### src/rtl/spi_master.sv
// SPI master, mode 0, 16-bit frames, MSB first, active-high chip select.
// Every output is registered; the FSM state is exported on state_dbg.
module spi_master #(
  parameter int CLK_DIV = 2
) (
  input  logic        clk,
  input  logic        reset,
  input  logic        start,
  input  logic [15:0] data_in,
  input  logic        miso,
  output logic        sclk,
  output logic        mosi,
  output logic        cs,
  output logic        busy,
  output logic        done,
  output logic [15:0] data_out,
  output logic [2:0]  state_dbg
);

  // Handshake: start is a level request sampled every clk edge; it is
  // accepted only while the FSM is in IDLE (busy=0, which includes the
  // done cycle) and otherwise ignored. done is a one-cycle pulse and
  // data_out is valid from done until the next done.

  typedef enum logic [2:0] {
    IDLE  = 3'd0,
    LEAD  = 3'd1,
    HIGH  = 3'd2,
    LOW   = 3'd3,
    TRAIL = 3'd4
  } state_t;

  localparam logic [7:0] DIV    = 8'(CLK_DIV);
  localparam logic [7:0] DIV_M1 = DIV - 8'd1;

  state_t      state, state_n;
  logic [7:0]  div_cnt, div_n;
  logic [4:0]  bit_cnt, bit_n;
  logic [15:0] tx_shift, tx_n;
  logic [15:0] rx_shift, rx_n;
  logic        trail_hold, trail_n;
  logic        sclk_n, mosi_n, cs_n, busy_n, done_n;
  logic [15:0] dout_n;

  assign state_dbg = state;

  always_ff @(posedge clk) begin
    if (reset) begin
      state      <= IDLE;
      div_cnt    <= 8'd0;
      bit_cnt    <= 5'd0;
      tx_shift   <= 16'h0000;
      rx_shift   <= 16'h0000;
      trail_hold <= 1'b0;
      sclk       <= 1'b0;
      mosi       <= 1'b0;
      cs         <= 1'b0;
      busy       <= 1'b0;
      done       <= 1'b0;
      data_out   <= 16'h0000;
    end else begin
      state      <= state_n;
      div_cnt    <= div_n;
      bit_cnt    <= bit_n;
      tx_shift   <= tx_n;
      rx_shift   <= rx_n;
      trail_hold <= trail_n;
      sclk       <= sclk_n;
      mosi       <= mosi_n;
      cs         <= cs_n;
      busy       <= busy_n;
      done       <= done_n;
      data_out   <= dout_n;
    end
  end

  always_comb begin
    state_n = state;
    div_n   = div_cnt + 8'd1;
    bit_n   = bit_cnt;
    tx_n    = tx_shift;
    rx_n    = rx_shift;
    trail_n = trail_hold;
    sclk_n  = sclk;
    mosi_n  = mosi;
    cs_n    = cs;
    busy_n  = busy;
    done_n  = 1'b0;
    dout_n  = data_out;
    case (state)
      IDLE: begin
        div_n  = 8'd0;
        sclk_n = 1'b0;
        cs_n   = 1'b0;
        mosi_n = 1'b0;
        busy_n = 1'b0;
        if (start) begin
          state_n = LEAD;
          tx_n    = data_in;
          rx_n    = 16'h0000;
          bit_n   = 5'd0;
          trail_n = 1'b0;
          cs_n    = 1'b1;
          busy_n  = 1'b1;
          mosi_n  = data_in[15];
        end
      end
      LEAD: begin
        if (div_cnt == DIV_M1) begin
          state_n = HIGH;
          div_n   = 8'd0;
          sclk_n  = 1'b1;
          rx_n    = {rx_shift[14:0], miso};
        end
      end
      HIGH: begin
        if (div_cnt == DIV_M1) begin
          div_n  = 8'd0;
          bit_n  = bit_cnt + 5'd1;
          sclk_n = 1'b0;
          if (bit_cnt == 5'd15) begin
            state_n = TRAIL;
          end else begin
            state_n = LOW;
            tx_n    = {tx_shift[14:0], 1'b0};
            mosi_n  = tx_shift[14];
          end
        end
      end
      LOW: begin
        if (div_cnt == DIV_M1) begin
          state_n = HIGH;
          div_n   = 8'd0;
          sclk_n  = 1'b1;
          rx_n    = {rx_shift[14:0], miso};
        end
      end
      TRAIL: begin
        // Closing SCLK-low half-period, then a CS hold of CLK_DIV+1 cycles,
        // which places done 34*CLK_DIV+1 cycles after acceptance.
        if (!trail_hold) begin
          if (div_cnt == DIV_M1) begin
            trail_n = 1'b1;
            div_n   = 8'd0;
          end
        end else if (div_cnt == DIV) begin
          state_n = IDLE;
          div_n   = 8'd0;
          trail_n = 1'b0;
          cs_n    = 1'b0;
          mosi_n  = 1'b0;
          busy_n  = 1'b0;
          done_n  = 1'b1;
          dout_n  = rx_shift;
        end
      end
      default: begin
        state_n = IDLE;
      end
    endcase
  end

endmodule

### config.mk
export PLATFORM = sky130hd
export DESIGN_NAME = spi_master
export DESIGN_NICKNAME = d
export VERILOG_FILES = /design/src/rtl/spi_master.sv
export SDC_FILE = /design/constraint.sdc
export NUM_CORES = 1
export LEC_CHECK = 0
export BUFFER_PORTS_ARGS = -buffer_cell sky130_fd_sc_hd__buf_2
export CAP_MARGIN = 10
export CORE_MARGIN = 3
export CORE_UTILIZATION = 55
export CTS_BUF_LIST = sky130_fd_sc_hd__clkbuf_8
export DETAILED_ROUTE_END_ITERATION = 10
export GPL_ROUTABILITY_DRIVEN = 0
export HOLD_SLACK_MARGIN = 0.08
export PLACE_DENSITY_LB_ADDON = 0.08
export SLEW_MARGIN = 20
export SYNTH_ARGS = -nofsm -noshare
export SYNTH_HDL_FRONTEND = slang
export SYNTH_SLANG_ARGS = --single-unit
### constraint.sdc
create_clock -name clk -period 2.7 [get_ports clk]
set_clock_uncertainty 0.2 [all_clocks]
set_input_delay 0.135 -clock clk [delete_from_list [all_inputs] [get_ports clk]]
set_output_delay 0.135 -clock clk [all_outputs]
set_load 0.05 [all_outputs]
# [Yosys cells after proc, flatten, opt, wreduce, memory -nomap -nowiden]
# Cells that the tools add are included.
[classes] addsub=2 n_mux=38 n_eq_ne=13 bitwise=2 reduce_logical=18
[ops] operator="$mux 15" n=3
[ops] operator="$mux 16" n=2
[ops] operator="$pmux 16 s2" n=1
[ops] operator="$pmux 15 s2" n=1
[ops] operator="$mux 8" n=3
[ops] operator="$pmux 8 s3" n=1
[ops] operator="$mux 3" n=6
[ops] operator="$reduce_and 3->1" n=5
[ops] operator="$mux 1" n=13
[ops] operator="$pmux 3 s4" n=1
[ops] operator="$mux 5" n=2
[ops] operator="$ne 2x2->1 const B" n=5
[ops] operator="$pmux 5 s2" n=1
[ops] operator="$reduce_and 5->1" n=2
[ops] operator="$add 8x1->8 const B" n=1
[ops] operator="$eq 8x1->1 const B" n=1
[ops] operator="$eq 8x2->1 const B" n=1
[ops] operator="$eq 3x2->1 const B" n=2
[ops] operator="$pmux 1 s3" n=2
[ops] operator="$reduce_bool 2->1" n=3
[ops] operator="$reduce_bool 3->1" n=2
[ops] operator="$reduce_or 3->1" n=2
[ops] operator="$add 5x1->5 const B" n=1
[ops] operator="$eq 5x4->1 const B" n=1
[ops] operator="9 further kinds" n=11
[word_totals] word_cells=84 register_bits=68

# [Depth between registers and ports, before layout]
# Gate-level depths: netlist (run 1).
[logic_depth] depth_word=4 ltp_mapped=9

# [Least setup slack after synthesis (run 1)]
# Ideal clock, no wire load.
[synth_timing] path_type="register to register" start="reg state[0], in the netlist state_dbg[0]" end="reg data_out[0]" setup_time_ps=128 period_less_slack_ps=2170 stages_incl_launch_ff=8 slack_ps=530 required_ps=2372 t_arrival_ps=1842 path_cell_list="dfxtp_1 -> buf_2 -> nor2_1 -> nand4_1 -> buf_2 -> buf_2 -> mux2i_1 -> nor2_1"
[synth_between] elab_chain_len=2
[synth_rtl] element="start, declared" line="36" text="state_t state, state_n;"
[synth_rtl] element="start signal, assigned" line="62" text="state <= state_n;"
[synth_rtl] element="$eq 3x3->1" line="90" text="case (state)"
[synth_rtl] element="$reduce_and 3->1 (no source line)"
[synth_rtl] element="end signal, assigned" line="73" text="data_out <= dout_n;"
[synth_rtl] element="end, declared" line="16" text="output logic [15:0] data_out,"
# Every way passes these cells.
# A chain may end at the register's enable or synchronous reset.

# [Final worst setup path (run 1)]
[layout_timing] start="reg div_cnt[0]" end="reg rx_shift[3]"
[layout_between] elab_chain_len=3
[layout_rtl] element="start, declared" line="37" text="logic [7:0] div_cnt, div_n;"
[layout_rtl] element="start signal, assigned" line="63" text="div_cnt <= div_n;"
[layout_rtl] element="$eq 8x1->1" line="109, 131"
[layout_rtl] element="$ne 2x1->1 (no source line)"
[layout_rtl] element="$reduce_and 3->1 (no source line)"
[layout_rtl] element="end signal, assigned" line="66" text="rx_shift <= rx_n;"
[layout_rtl] element="end, declared" line="40" text="logic [15:0] rx_shift, rx_n;"
# Every way passes these cells.

==> out/results.ini, run 1 <==
[setup_path]
arrival_ps = 2270
critPathCaptureType = register
crit_slowest_cell = and3_1
rrSetupSlack_ps = 500
cpMostUsedCell = and3_1
start_kind = register
reg2reg_to = rx_shift[3]$_SDFFE_PP0P_
required_ps = 2770
crit_chain = ha_1 -> nor3b_4 -> and3_1 -> and3_1 -> a22o_1
r2r_cells = 5
slowest_delay_ps = 590
r2r_start = div_cnt[0]$_SDFF_PP0_
critPathMaxFanout = 16
criticalPathCategory = register to register

[timing]
worst_pin_slew_ps = 948
post-route-period-util_pct = 81.3
finalSetupViolations = 0
fin_tns_setup_ps = 0
max_freq_ghz = 0.456
final-hold-violation-count = 0
slew_violations = 0
hold_ws_ps = 105
max_slew_margin_pct = 35.9
rsz0062_at_grt = no
min_period_ps = 2200

[hold_path]
min_from = data_in[15]
worstHoldPathType = input port to register
whs_endpoint = mosi$_SDFFE_PP0P_
holdPathStages = 4

[synthesis]
synthArstFlopShare_pct = 0
synth_fp_nets = 334
ys_warn_count = 0
syn_area_mm2 = 0.00297
synth_ff_type = dfxtp_1
avgSynthCellArea_um2 = 9.60
synth_edf_count = 0
ys_ff_latch = 68
ys_types = 44
synth_sequential_area_ratio_pct = 45.9
postSynthCellCount = 309

[die]
rows = 26
dieArea_mm2 = 0.00631
fp.dieW_um = 79.4
io_pins = 44
dieHeight_um = 79.4
initial_core_util_pct = 57.4
fp.coreArea_mm2 = 0.00517

[layout]
postLayoutCellArea_mm2 = 0.00360
area_delta_synth_final_pct = 21.5
drive_gt1_share_pct = 20.0
nets = 390
final_cell_mix = 68 x dfxtp_1, 43 x buf_2, 30 x nor2_1, 30 x mux2i_1, 26 x nand3_1
final_common_cell = dfxtp_1
antenna_cells = 0

[global_route]
grt_start_max_net_pins = 36
grt_pass1_wl_um = 10500
antenna_found_initial = 0
grt_pass1_vias = 2288
grt_usage_pct = 20.8
grt_overflow = 0

[power]
swShare_pct = 26.3
power.leakage_nw = 1.58
p_comb_share_pct = 13.6
clkPwrFrac_pct = 39.4
intPower_w = 0.00168
p_sw_w = 0.000601
seqPwrFrac_pct = 47.0
max-vdd-ir-drop_v = 0.000377
power_density_mw_per_mm2 = 633

[detailed_routing]
wire_per_inst_um = 14.1
first_pass_iters = 4
drcViolationCount = 0
viasPerCell = 5.43
finalWirelength_um = 6190
vias = 2388
ant_nets = 0
detail_route.iter0.violations = 199

[flow_run]
drv_cap = 0

[clock_tree]
clkSlewWorstSetupHoldPaths_ps = 70
clk-insertion-delay-late_ps = 340
htreeDepth = 3
numCtsBuffers = 9
cts.sinks = 68
post_cts_resized = 0
cts_max_path_buffers = 2
cts_tree = built
root_buffer = clkbuf_8

[run_status]
status = completed

[placement]
dpl_cell_area_mm2 = 0.00321
portBuffers = 43
hpwl_um = 3900

-- area by class of cell --
cell class	count	area [µm²]
Clock buffer	9	124
Clock inverter	7	92.6
Fill cell	434	1570
Inverter	8	30.0
Multi-Input combinational cell	210	1460
Sequential cell	68	1360
Tap cell	70	87.6
Timing Repair Buffer	68	448
-- per-stage QoR --
step           total power [W]  worst slack (ps)  std cells  utilization (%)
2_1_floorplan          0.00132               530        309                -
3_3_place_gp           0.00138               549        406             62.0
3_5_place_dp           0.00138               537        406             62.0
4_1_cts                0.00230               506        440             69.7
5_1_grt                0.00238               373        440             69.7
6_report               0.00228               505        440             69.7
-- registers in the layout, summed over array words and instances, names as in the netlist, 3 cells and up --
register   count
data_out      16
bit_cnt        5
tx_shift      15
rx_shift      16
div_cnt        8
state_dbg      3
-- power by group through the flow --
stage	registers, W	clock network, W	logic (W)
CTS	0.00107	0.000918	0.000308
global placement	0.00109	0	0.000286
detailed placement	0.00109	0	0.000288
floorplan	0.00111	0	0.000208
finish	0.00107	0.000900	0.000310
global route	0.00108	0.000960	0.000340
-- cell usage after synthesis, drive strengths merged (2+ instances only) --
cell type | instances | area share, %
clkbuf | 11 | 1.4
nor2 | 30 | 3.8
o22ai | 2 | 0.63
a22o | 16 | 4.7
xor2 | 4 | 1.2
or3 | 2 | 0.42
a311oi | 2 | 0.59
a21oi | 24 | 4.0
nand2b | 2 | 0.42
xnor2 | 4 | 1.2
ha | 5 | 2.1
nand3 | 27 | 4.7
nor3b | 3 | 1.1
nand4 | 4 | 0.84
nand2 | 6 | 0.76
a21o | 15 | 3.8
a31oi | 2 | 0.42
dfxtp | 68 | 46
inv | 8 | 1.0
and3 | 8 | 1.7
o21a | 2 | 0.51
buf | 12 | 2.7
nor3 | 4 | 0.67
o21ai | 4 | 0.67
mux2i | 30 | 10
-- metal layers --
metal / track usage, % / part of all wire [%]
met1: 26.9 / 47
met2: 34.0 / 47
met3: 5.30 / 4.8
met4: 6.70 / 1.1
met5: 0 / 0
-- worst max-delay path by stage --
stage / from / to / slack (ps) / cells past startpoint
global placement: div_cnt[0]$_SDFF_PP0_ / rx_shift[9]$_SDFFE_PP0P_ / 550 / 5
floorplan: state_dbg[0]$_SDFFE_PP0P_ / data_out[0]$_SDFFE_PP0P_ / 530 / 7
detailed placement: div_cnt[0]$_SDFF_PP0_ / rx_shift[5]$_SDFFE_PP0P_ / 540 / 5
CTS: div_cnt[0]$_SDFF_PP0_ / rx_shift[3]$_SDFFE_PP0P_ / 510 / 5
global route: state_dbg[2]$_SDFFE_PP0P_ / rx_shift[11]$_SDFFE_PP0P_ / 370 / 3
finish: div_cnt[0]$_SDFF_PP0_ / rx_shift[3]$_SDFFE_PP0P_ / 500 / 5
-- worst max-delay path, delay by kind of cell (launching register included) --
family | cells | cell delay [ps]
AND/OR/NAND/NOR | 3 | 1070
flip-flops | 1 | 400
adder cells (fa/ha/maj) | 1 | 250
AO/OA/AOI/OAI | 1 | 230
-- what timing repair did --
action | 4_1_cts | 5_1_grt
hold endpoints to repair | 27 | 0
setup buffers | 0 | 0
hold buffers | 18 | 0
-- cell families after synthesis --
logic type               share of synthesized area, %
AO/OA/AOI/OAI                                    17.6
XOR/XNOR                                         2.36
adder cells (fa/ha/maj)                          2.11
buffers and inverters                            5.06
flip-flops                                       45.9
multiplexers                                     10.5
AND/OR/NAND/NOR                                  16.5
(Power assumes the default switching activity.)
==> inputs of run 2 (changes only) <==
--- a/config.mk
+++ b/config.mk
@@ -5,10 +5,11 @@
 export SDC_FILE = /design/constraint.sdc
 export NUM_CORES = 1
 export LEC_CHECK = 0
+export ABC_AREA = 1
 export BUFFER_PORTS_ARGS = -buffer_cell sky130_fd_sc_hd__buf_2
 export CAP_MARGIN = 10
 export CORE_MARGIN = 3
-export CORE_UTILIZATION = 55
+export CORE_UTILIZATION = 53
 export CTS_BUF_LIST = sky130_fd_sc_hd__clkbuf_8
 export DETAILED_ROUTE_END_ITERATION = 10
 export GPL_ROUTABILITY_DRIVEN = 0
==> constraint.sdc (replaced) <==
create_clock -name clk -period 2 [get_ports clk]
set_clock_uncertainty 0.2 [all_clocks]
set_input_delay 0.1 -clock clk [delete_from_list [all_inputs] [get_ports clk]]
set_output_delay 0.1 -clock clk [all_outputs]
set_load 0.05 [all_outputs]
==> run 2 against run 1 <==
Effect of this change: sequential power is 46% higher; register-to-register slack worse by 340 ps; largest cell class unchanged; synthesized cell count is 34% higher; maximum frequency increased by 19%; critical endpoint is now tx_shift[14]$_SDFFE_PP0P_; design area is 7.1% higher; sequential share of layout area decreased by 2.5 points; via count rose by 21%; clock-buffer cell count increased by 2; core utilization is 0.44 points lower; critical path depth increased by 3.
==> out/results.ini, run 2 <==
[clock_tree]
cts_tree = built
cts.sinks = 68
clk-insertion-delay-late_ps = 350
htreeDepth = 3
cts_max_path_buffers = 2
root_buffer = clkbuf_8
numCtsBuffers = 9
post_cts_buffers = 0
clkSlewWorstSetupHoldPaths_ps = 70

[synthesis]
synth_fp_nets = 440
synth_edf_count = 0
synthTopCellsByArea = dfxtp_1 44%, nand2_1 14%, a21oi_1 9.4%
ys_warn_count = 0
synth_top_area_share_pct = 44.1
synth_largest_area_cell = dfxtp_1
ys_ff_latch = 68
synth_ff_type = dfxtp_1
syn_area_mm2 = 0.00309
avgSynthCellArea_um2 = 7.44
ys_types = 35
synthArstFlopShare_pct = 0
synth_sequential_area_ratio_pct = 44.1
synth.top_cells.by_count = 117 x nand2_1, 68 x dfxtp_1, 58 x a21oi_1
synth-compound-area-share_pct = 16.9
synth_most_common_cell = nand2_1
synth-xor-area-share_pct = 0.284
synthMuxAreaShare_pct = 0
synth-simple-area-share_pct = 28.2
synthAdderAreaFrac_pct = 2.03
postSynthCellCount = 415
synth_top_family_by_area = simple AND/OR/NAND/NOR gates

[setup_path]
slowest_delay_ps = 330
critPathCaptureType = register
criticalPathCategory = register to register
cpMostUsedCell = ha_1
critPathMaxFanout = 14
required_ps = 2070
crit_chain = ha_1 -> nand2_1 -> nor2_1 -> ha_1 -> nand4_4 -> buf_4 -> nand3_1 -> a21oi_1
arrival_ps = 1910
path_buf_inv = 1
crit_slowest_cell = dfxtp_1
start_kind = register
crit_family = adder cells

[layout]
final_cell_mix = 117 x nand2_1, 67 x dfxtp_1, 58 x a21oi_1
final_common_cell = nand2_1
area_delta_synth_final_pct = 25.0
drive_gt1_share_pct = 21.8
antenna_cells = 0
largestRegisters = data_out (16), rx_shift (16), tx_shift (15)
nets = 506

[placement]
hpwl_um = 4630
portBuffers = 43

[timing]
min_period_ps = 1840
finalSetupViolations = 0
rsz0062_at_grt = no
max_slew_margin_pct = 74.1
hold_ws_ps = 119
max_freq_ghz = 0.544
slew_violations = 0
final-hold-violation-count = 0
worst_pin_slew_ps = 388
post-route-period-util_pct = 92.0
fin_tns_setup_ps = 0

[flow_run]
drv_cap = 0

[detailed_routing]
viasPerCell = 5.16
ant_nets = 0
first_pass_iters = 4
detail_route.iter0.violations = 167
wire_per_inst_um = 12.8
drcViolationCount = 0
finalWirelength_um = 7160
vias = 2880

[power]
seqPwrFrac_pct = 35.8
max-vdd-ir-drop_v = 0.000638
power_density_mw_per_mm2 = 1130
p_sw_w = 0.00154
clkPwrFrac_pct = 33.2
swShare_pct = 35.4
power.leakage_nw = 1.63
p_comb_share_pct = 31.0
intPower_w = 0.00281

[die]
rows = 27
fp.dieW_um = 82.3
fp.coreArea_mm2 = 0.00557
dieArea_mm2 = 0.00678
initial_core_util_pct = 55.4
io_pins = 44
dieHeight_um = 82.3

[global_route]
grt_usage_pct = 23.0
grt_pass1_vias = 2687
grt_start_max_net_pins = 34
antenna_found_initial = 0
grt_pass1_wl_um = 12100
grt_overflow = 0

[hold_path]
worstHoldPathType = input port to register

[run_status]
status = completed

==> run 2: area by class of cell <==
type / count / area (µm²)
Timing Repair Buffer: 75 / 515
Multi-Input combinational cell: 289 / 1490
Fill cell: 489 / 1720
Clock inverter: 5 / 106
Sequential cell: 68 / 1360
Tap cell: 72 / 90.1
Inverter: 38 / 143
Clock buffer: 11 / 151
==> run 2: worst reg2reg max path, delay by kind of cell, from the launching register on <==
kind                       cells  cell delay [ps]
adders and majority gates      2              420
and+or+nand+nor                4              410
DFF                            1              330
buffers and inverters          1              250
AOI/OAI and AO/OA              1              170
==> run 2: per-layer routing <==
layer	global-route usage (%)	vias to the layer above	part of all wire, %
met4	10.5	0	1.9
met1	31.3	1311	46
met3	3.90	14	5.7
met2	35.6	79	46
li1	-	1476	-
met5	0	-	0
==> run 2: cells by family after synthesis <==
logic type / count (synthesis)
compound gates: 95
xor+xnor: 1
fa+ha+maj: 5
buf+inv: 58
flops: 68
simple gates: 188
==> run 2: final timing paths <==
check | startpoint | slack, ps | cells past startpoint | end
worst max-delay path | bit_cnt[0]$_SDFFE_PP0P_ | 160 | 8 | tx_shift[14]$_SDFFE_PP0P_
worst max register to register | bit_cnt[0]$_SDFFE_PP0P_ | 160 | 8 | tx_shift[14]$_SDFFE_PP0P_
worst min-delay path | data_in[15] | 120 | 9 | mosi$_SDFFE_PP0P_
worst min register to register | data_out[11]$_SDFFE_PP0P_ | 240 | 2 | data_out[11]$_SDFFE_PP0P_
==> run 2: what timing repair did <==
action | CTS | global route
hold buffers | 19 | 0
setup endpoints to repair | 0 | 15
gates resized for setup | 0 | 4
endpoints found under the hold margin | 30 | 0
==> run 2: power groups by stage <==
stage	Sequential, W	Clock (W)	Combinational (W)
after CTS	0.00155	0.00147	0.00130
after detailed placement	0.00158	0	0.00125
after global placement	0.00158	0	0.00124
after floorplan	0.00166	0	0.000909
final	0.00156	0.00144	0.00135
after global routing	0.00157	0.00152	0.00148
==> run 2: metrics by stage <==
step / std cells / power, W / setup WS [ps] / area, µm² / util (%)
after CTS: 558 / 0.00432 / 84.2 / 3830 / 68.8
final: 558 / 0.00434 / 160 / 3860 / 69.2
after detailed placement: 523 / 0.00284 / 141 / 3380 / 60.7
after global placement: 523 / 0.00282 / 213 / 3380 / 60.7
after floorplan: 415 / 0.00257 / 44.2 / 3090 / -
after global routing: 558 / 0.00457 / 0.872 / 3860 / 69.2
==> inputs of run 3 (changes only) <==
--- a/config.mk
+++ b/config.mk
@@ -9,7 +9,7 @@
 export BUFFER_PORTS_ARGS = -buffer_cell sky130_fd_sc_hd__buf_2
 export CAP_MARGIN = 10
 export CORE_MARGIN = 3
-export CORE_UTILIZATION = 53
+export CORE_UTILIZATION = 30
 export CTS_BUF_LIST = sky130_fd_sc_hd__clkbuf_8
 export DETAILED_ROUTE_END_ITERATION = 10
 export GPL_ROUTABILITY_DRIVEN = 0
==> run 3 against run 2 <==
Effect of this change: critical path depth unchanged; via count fell by 2.7%; combinational power increased by 4%; total power down 4.1%; sequential power barely moved; die area is 70% higher; non-clock buffer count is 4 higher; design area increased by 2.4%; flip-flop and latch count stayed put; critical endpoint is now tx_shift[6]$_SDFFE_PP0P_; largest cell class unchanged; largest power group unchanged.
==> out/results.ini, run 3 (synthesis results as in run 2) <==
[layout]
final_common_cell = nand2_1
postLayoutCellArea_mm2 = 0.00395
largestRegisters = data_out (16), rx_shift (16), tx_shift (15)
area_delta_synth_final_pct = 28.0
nets = 511
nFillCells = 1087
drive_gt1_share_pct = 22.2
final_cell_mix = 117 x nand2_1, 67 x dfxtp_1, 58 x a21oi_1
antenna_cells = 0

[detailed_routing]
drcViolationCount = 0
detail_route.iter0.violations = 147
ant_nets = 0
finalWirelength_um = 7510
viasPerCell = 4.50
wire_per_inst_um = 12.1
first_pass_iters = 4
vias = 2802

[setup_path]
crit_family = simple AND/OR/NAND/NOR gates
crit_chain = ha_1 -> nand2_1 -> nor2_1 -> ha_2 -> nand4_4 -> buf_6 -> nand3_1 -> a21oi_1
arrival_ps = 1840
criticalPathCategory = register to register
r2r_cells = 8
crit_path_start = bit_cnt[0]$_SDFFE_PP0P_
path_buf_inv = 1
reg2reg_to = tx_shift[6]$_SDFFE_PP0P_
critPathMaxFanout = 14
slowest_delay_ps = 360
crit_slowest_cell = dfxtp_1
r2r_start = bit_cnt[0]$_SDFFE_PP0P_
start_kind = register
required_ps = 2000
critPathCaptureType = register
rrSetupSlack_ps = 160

[clock_tree]
cts_max_path_buffers = 2
cts_tree = built
clk-insertion-delay-late_ps = 340
htreeDepth = 3
cts.sinks = 68
numCtsBuffers = 9
root_buffer = clkbuf_8
clkSlewWorstSetupHoldPaths_ps = 80

[global_route]
use_met2_pct = 21.0
grt_overflow = 0
grt-busiest-layer = met2
grt_pass1_vias = 2700
grt_use_met1_pct = 19.0
antenna_found_initial = 0
grt_pass1_wl_um = 12800
grt_start_max_net_pins = 42
grt_usage_pct = 13.7
grt_use_met3_pct = 4.32

[timing]
slew_violations = 0
final-hold-violation-count = 0
max_slew_margin_pct = 65.7
max_freq_ghz = 0.543
finalSetupViolations = 0
post-route-period-util_pct = 92.1
worst_pin_slew_ps = 514
min_period_ps = 1840

[die]
dieHeight_um = 107
dieArea_mm2 = 0.0115
initial_core_util_pct = 31.2
rows = 36
io_pins = 44
fp.coreArea_mm2 = 0.00991
fp.dieW_um = 107

[hold_path]
whs_endpoint = data_out[14]$_SDFFE_PP0P_
worstHoldPathType = register to register
holdPathStages = 2
min_from = data_out[14]$_SDFFE_PP0P_

[flow_run]
drv_cap = 0

[power]
power_density_mw_per_mm2 = 1050
total_power_w = 0.00417
power.leakage_nw = 1.65
max-vdd-ir-drop_v = 0.000442

[placement]
portBuffers = 43
dpl_cell_area_mm2 = 0.00352
hpwl_um = 4780

[run_status]
status = completed

## run 3: cell type report
class	instances	area (µm²)	share of cell area, %
Clock buffer	9	124	3.13
Clock inverter	6	81.3	2.06
Inverter	38	143	3.61
Multi-Input combinational cell	290	1490	37.6
Sequential cell	68	1360	34.5
Tap cell	133	166	4.21
Timing Repair Buffer	79	589	14.9
## run 3: worst max path at each step
stage | to | slack, ps | cells past startpoint
after floorplan | rx_shift[6]$_SDFFE_PP0P_ | 40 | 8
after global placement | tx_shift[8]$_SDFFE_PP0P_ | 140 | 8
after detailed placement | tx_shift[9]$_SDFFE_PP0P_ | 80 | 8
after CTS | tx_shift[11]$_SDFFE_PP0P_ | 80 | 8
after global routing | tx_shift[6]$_SDFFE_PP0P_ | -1 | 8
final | tx_shift[6]$_SDFFE_PP0P_ | 160 | 8
## run 3: report_power, final
part | internal, W | leakage (nW) | total (W) | switching [W]
clock | 0.000686 | 0.106 | 0.00120 | 0.000513
combinational | 0.000514 | 0.988 | 0.00141 | 0.000901
sequential | 0.00147 | 0.551 | 0.00155 | 0.0000879
## run 3: worst register-to-register path, cell delays in order, from the launching register on
cell and delay (ps):
dfxtp_1 360, ha_1 170, nand2_1 70, nor2_1 120
ha_2 230, nand4_4 180, buf_6 220, nand3_1 90
a21oi_1 60
## run 3: metal layers
layer	routed length, µm	up-vias
met4	45	0
met1	3830	1260
li1	-	1491
met5	0	-
met2	3320	47
met3	311	4
## run 3: per-stage QoR
step                worst slack, ps  utilization [%]  TNS [ps]  cells  hold slack, ps
global placement                136             35.5         0    587             162
detailed placement             83.2             35.5         0    587             159
finish                          158             39.9         0    623             243
CTS                            79.0             39.6         0    622             248
floorplan                      44.2                -         0    415            47.5
global route                  -1.23             39.9     -1.23    623             263
## run 3: what timing repair did
item | in CTS | in global routing
gates resized for setup | 0 | 4
setup buffers | 0 | 0
endpoints found under the setup margin | 0 | 16
endpoints found under the hold margin | 24 | 0
hold buffers | 20 | 0
